==> config.mk <==
export PLATFORM = sky130hd
export DESIGN_NAME = mem_wb_stage
export DESIGN_NICKNAME = d
export VERILOG_FILES = /design/src/rtl/mem_wb_stage.sv
export SDC_FILE = /design/constraint.sdc
export NUM_CORES = 1
export LEC_CHECK = 0
export CAP_MARGIN = 25
export CORE_UTILIZATION = 42
export DETAILED_ROUTE_END_ITERATION = 7
export PLACE_DENSITY = 0.85
export SYNTH_ARGS = -nofsm -noshare
export SYNTH_HDL_FRONTEND = slang
export SYNTH_SLANG_ARGS = --single-unit
==> constraint.sdc <==
create_clock -name Clk -period 2.2 [get_ports Clk]
set_clock_uncertainty 0.15 [all_clocks]
set_input_delay 0.44 -clock Clk [delete_from_list [all_inputs] [get_ports Clk]]
set_output_delay 0.44 -clock Clk [all_outputs]
set_load 0.005 [all_outputs]
==> src/rtl/mem_wb_stage.sv <==
// MEM/WB pipeline stage: captures the MEM-stage result, selects the
// writeback source and destination, suppresses writes to $0, raises the
// WB-to-EX forwarding hits and counts retired instructions.
module mem_wb_stage #(
  parameter int unsigned LINK_REG = 31
) (
  input  logic        Clk,
  input  logic        Reset,
  input  logic        Stall,
  input  logic        Flush,
  input  logic        InValid,
  input  logic        InRegWrite,
  input  logic        InMemToReg,
  input  logic        InLink,
  input  logic [4:0]  InWriteRegister,
  input  logic [31:0] ALUResult,
  input  logic [31:0] MemReadData,
  input  logic [31:0] PCPlus8,
  input  logic [4:0]  ExRs,
  input  logic [4:0]  ExRt,
  output logic [31:0] WriteData,
  output logic [4:0]  WriteRegister,
  output logic        RegWrite,
  output logic        FwdA,
  output logic        FwdB,
  output logic [31:0] Retired
);

  localparam logic [4:0] LinkRegNum = 5'(LINK_REG);

  logic        valid_q,      valid_d;
  logic        reg_write_q,  reg_write_d;
  logic        mem_to_reg_q, mem_to_reg_d;
  logic        link_q,       link_d;
  logic [4:0]  dest_q,       dest_d;
  logic [31:0] alu_q,        alu_d;
  logic [31:0] mem_data_q,   mem_data_d;
  logic [31:0] pc_plus8_q,   pc_plus8_d;
  logic [31:0] retired_q,    retired_d;

  // A simultaneous flush wins over a stall, so the hold only applies
  // when no flush is present.
  logic hold;
  logic wb_reg_nz;

  // Next-state selection: flush invalidates, stall holds, else capture.
  always_comb begin
    hold         = Stall & ~Flush;
    valid_d      = valid_q;
    reg_write_d  = reg_write_q;
    mem_to_reg_d = mem_to_reg_q;
    link_d       = link_q;
    dest_d       = dest_q;
    alu_d        = alu_q;
    mem_data_d   = mem_data_q;
    pc_plus8_d   = pc_plus8_q;
    retired_d    = retired_q;

    // The instruction in the slot leaves the stage unless it is held;
    // a flushed edge still retires what was already here.
    if (valid_q && !hold) begin
      retired_d = retired_q + 32'd1;
    end

    if (Flush) begin
      // Payload is left as-is; with valid low it cannot reach any write.
      valid_d = 1'b0;
    end else if (!Stall) begin
      valid_d      = InValid;
      reg_write_d  = InRegWrite;
      mem_to_reg_d = InMemToReg;
      link_d       = InLink;
      dest_d       = InWriteRegister;
      alu_d        = ALUResult;
      mem_data_d   = MemReadData;
      pc_plus8_d   = PCPlus8;
    end
  end

  // Stage registers with synchronous reset overriding flush and stall.
  always_ff @(posedge Clk) begin
    if (Reset) begin
      valid_q      <= 1'b0;
      reg_write_q  <= 1'b0;
      mem_to_reg_q <= 1'b0;
      link_q       <= 1'b0;
      dest_q       <= 5'd0;
      alu_q        <= 32'd0;
      mem_data_q   <= 32'd0;
      pc_plus8_q   <= 32'd0;
      retired_q    <= 32'd0;
    end else begin
      valid_q      <= valid_d;
      reg_write_q  <= reg_write_d;
      mem_to_reg_q <= mem_to_reg_d;
      link_q       <= link_d;
      dest_q       <= dest_d;
      alu_q        <= alu_d;
      mem_data_q   <= mem_data_d;
      pc_plus8_q   <= pc_plus8_d;
      retired_q    <= retired_d;
    end
  end

  // Writeback source/destination, $0 guard and forwarding hits.
  always_comb begin
    if (link_q) begin
      WriteData = pc_plus8_q;
    end else if (mem_to_reg_q) begin
      WriteData = mem_data_q;
    end else begin
      WriteData = alu_q;
    end

    WriteRegister = link_q ? LinkRegNum : dest_q;
    wb_reg_nz     = (WriteRegister != 5'd0);
    RegWrite      = valid_q & reg_write_q & wb_reg_nz;
    FwdA          = RegWrite & (WriteRegister == ExRs);
    FwdB          = RegWrite & (WriteRegister == ExRt);
    Retired       = retired_q;
  end

endmodule

==> impl_metrics.toml <==
[route]
ant_nets = 0
detail_route.iter0.violations = 363
wl_um = 16900
routedWlPerCell_um = 14.4
drc = 0
vias = 5981
firstDrtPassIters = 4
routed_via_density = 5.10

[timing]
min_period_over_period_pct = 98.1
fmax_ghz = 0.463
relSlewSlack_pct = 62.6
worstMarginPinSlew_ps = 561
setup_viol = 0
fin_setup_tns_ps = 0
hold_viol = 0
rsz0062_at_grt = "true"
post-route-min-period_ps = 2160
finalMaxSlewViolations = 0

[synth]
yosysUniqueCellTypes = 36
synth_edf_count = 0
ys_seq_area_share_pct = 45.7
yosysMostFrequentCell = "nand2_1"
avgSynthCellArea_um2 = 7.69
synthArstFlopShare_pct = 0
ys_seq_elements = 137
yosysTopAreaCell = "dfxtp_1"
syn-instance-count = 781
ys_top_cells_by_count = "nand2_1, dfxtp_1, a21oi_1"
netlist_area_um2 = 6010
synth_area_leaders = "dfxtp_1, nand2_1, a21oi_1"
synth_top_cell_area_share_pct = 45.7
syn-num-nets = 901
synth-main-ff-cell = "dfxtp_1"
yosysWarningCount = 0

[die]
num_rows = 43
boundaryPins = 191
initial_core_util_pct = 43.1
core_area_um2 = 13900
dieWidth_um = 122
die_h_um = 122
die_area_um2 = 14800

[grt]
grt_pass1_vias = 5646
grt_max_degree = 57
grt_pass1_wl_um = 26700
grtUsageTotal_pct = 23.1
overflow = 0
antenna_found_initial = 1

[status]
outcome = "finished clean"

[worst_hold_path]
holdCritPathClass = "reg2reg"

[place]
gp_congestion = 0.781
detailed_place_hpwl_um = 11400
place_area_um2 = 8260
portBuffers = 190

[worst_setup_path]
worstPathRequired_ps = 1610
end_kind = "primary output"
start_kind = "flip-flop"
cp.arrival_ps = 1570
cp_max_fo = 7
path_class = "reg2out"

[pwr]
switching_power_mw = 1.46
p_leak_nw = 3.47
p_per_area_nw_per_um2 = 702
irDropWorstVdd_v = 0.000463
sequentialPowerShare_pct = 41.0
pwr-share-comb_pct = 11.1
clkPwrFrac_pct = 47.9
internal_power_mw = 4.94
switching_share_pct = 22.8

[clock_tree]
clk_path_buf_depth = 2
htreeDepth = 4
tritoncts = "built"
clk_pin_slew_ps = 60
clkLatencyLatePin_ps = 420
cts_buffers = 17
cts_sinks = 137
cts_root_buf = "clkbuf_16"

[layout]
areaGrowthSynthToFinish_pct = 51.9
stdcell_area_um2 = 9120
fin_nets = 1098
drive_above_1_share_pct = 12.6

[job]
maxCapViolations = 0
worst paths after layout:
| kind | startpoint | endpoint | slack, ps | cells past startpoint |
|---|---|---|---|---|
| setup / recovery | mem_to_reg_q | WriteData[3] | 40 | 5 |
| hold reg to reg | pc_plus8_q[21] | pc_plus8_q[21] | 300 | 2 |
| setup reg to reg | Retired[7] | Retired[22] | 80 | 4 |
| hold / removal | pc_plus8_q[21] | pc_plus8_q[21] | 300 | 2 |
metal layers:
layer,GRT usage (%),routed length [um]
met1,27.2,7300
met2,38.3,7980
met3,8.29,1310
met4,8.64,334
met5,0,0
power by group through the flow:
stage	combinational, mW	clock, mW	sequential (mW)
2_1_floorplan	0.290	0	2.66
3_3_place_gp	0.681	0	2.67
3_5_place_dp	0.688	0	2.67
4_1_cts	0.696	3.11	2.62
5_1_grt	0.775	3.22	2.63
6_report	0.710	3.07	2.62
area by class of cell:
type / count / area, um2
fillers: 1155 / 4810
multi-input cells: 575 / 3080
flip-flops and latches: 137 / 2750
repair buffers: 236 / 2380
clock buffers: 19 / 453
well taps: 180 / 225
clock inverters: 13 / 191
inverters: 11 / 41.3
diodes: 1 / 2.50
registers in the layout, summed over array words and instances (netlist names):
| register | count |
|---|---|
| Retired | 32 |
| mem_to_reg_q | 1 |
| pc_plus8_q | 32 |
| alu_q | 32 |
| valid_q | 1 |
| dest_q | 5 |
| link_q | 1 |
| mem_data_q | 32 |
| reg_write_q | 1 |
layout by cell type, fill, tap and decap left out, types with 10 or more instances in the layout:
master | netlist | routed
nand2_1 | 251 | 251
nand4_1 | 10 | 10
nand3_1 | 10 | 10
mux2i_1 | 33 | 28
a21oi_1 | 117 | 116
o21ai_1 | 0 | 19
buf_4 | 2 | 31
xor2_1 | 14 | 14
clkbuf_16 | 0 | 17
o21ai_0 | 34 | 15
clkdlybuf4s15_1 | 0 | 12
dlygate4sd2_1 | 0 | 13
nor2_1 | 30 | 24
buf_12 | 0 | 10
inv_1 | 11 | 11
clkdlybuf4s50_1 | 0 | 149
dfxtp_1 | 137 | 134
critical path: stages (launching register included):
cell	delay, ps
dfxtp_4	380
buf_6	120
buf_16	130
mux2i_1	180
o21ai_0	80
dlygate4sd2_1	270
metrics by stage:
step                      worst slack (ps)  power (mW)  utilization (%)  instances  hold WS (ps)
after floorplan                       82.4        2.95                -        781           286
after global routing                 -55.3        6.63             65.4       1171           314
after global placement                -366        3.35             59.3       1128           291
final                                 42.0        6.40             65.4       1172           304
after CTS                             -178        6.43             64.7       1164           304
after detailed placement              -372        3.36             59.3       1128           296
repair_timing:
action / in CTS / in global routing
hold buffers: 0 / 0
buffers inserted: 3 / 8
pin swaps: 5 / 7
gates cloned: 1 / 0
setup endpoints to repair: 39 / 32
gates resized for setup: 72 / 58
logic make-up (layout without fill, tap and decap cells):
family	after synthesis	count (layout)	synth area share, %
other cells	0	1	0
xor+xnor	18	18	2.62
compound gates	160	160	13.7
mux	45	45	7.75
simple gates	351	351	25.3
flops	137	137	45.7
buf+inv	69	279	4.77
fa+ha+maj	1	1	0.208
Note: power is estimated with default switching activity, not from simulation.
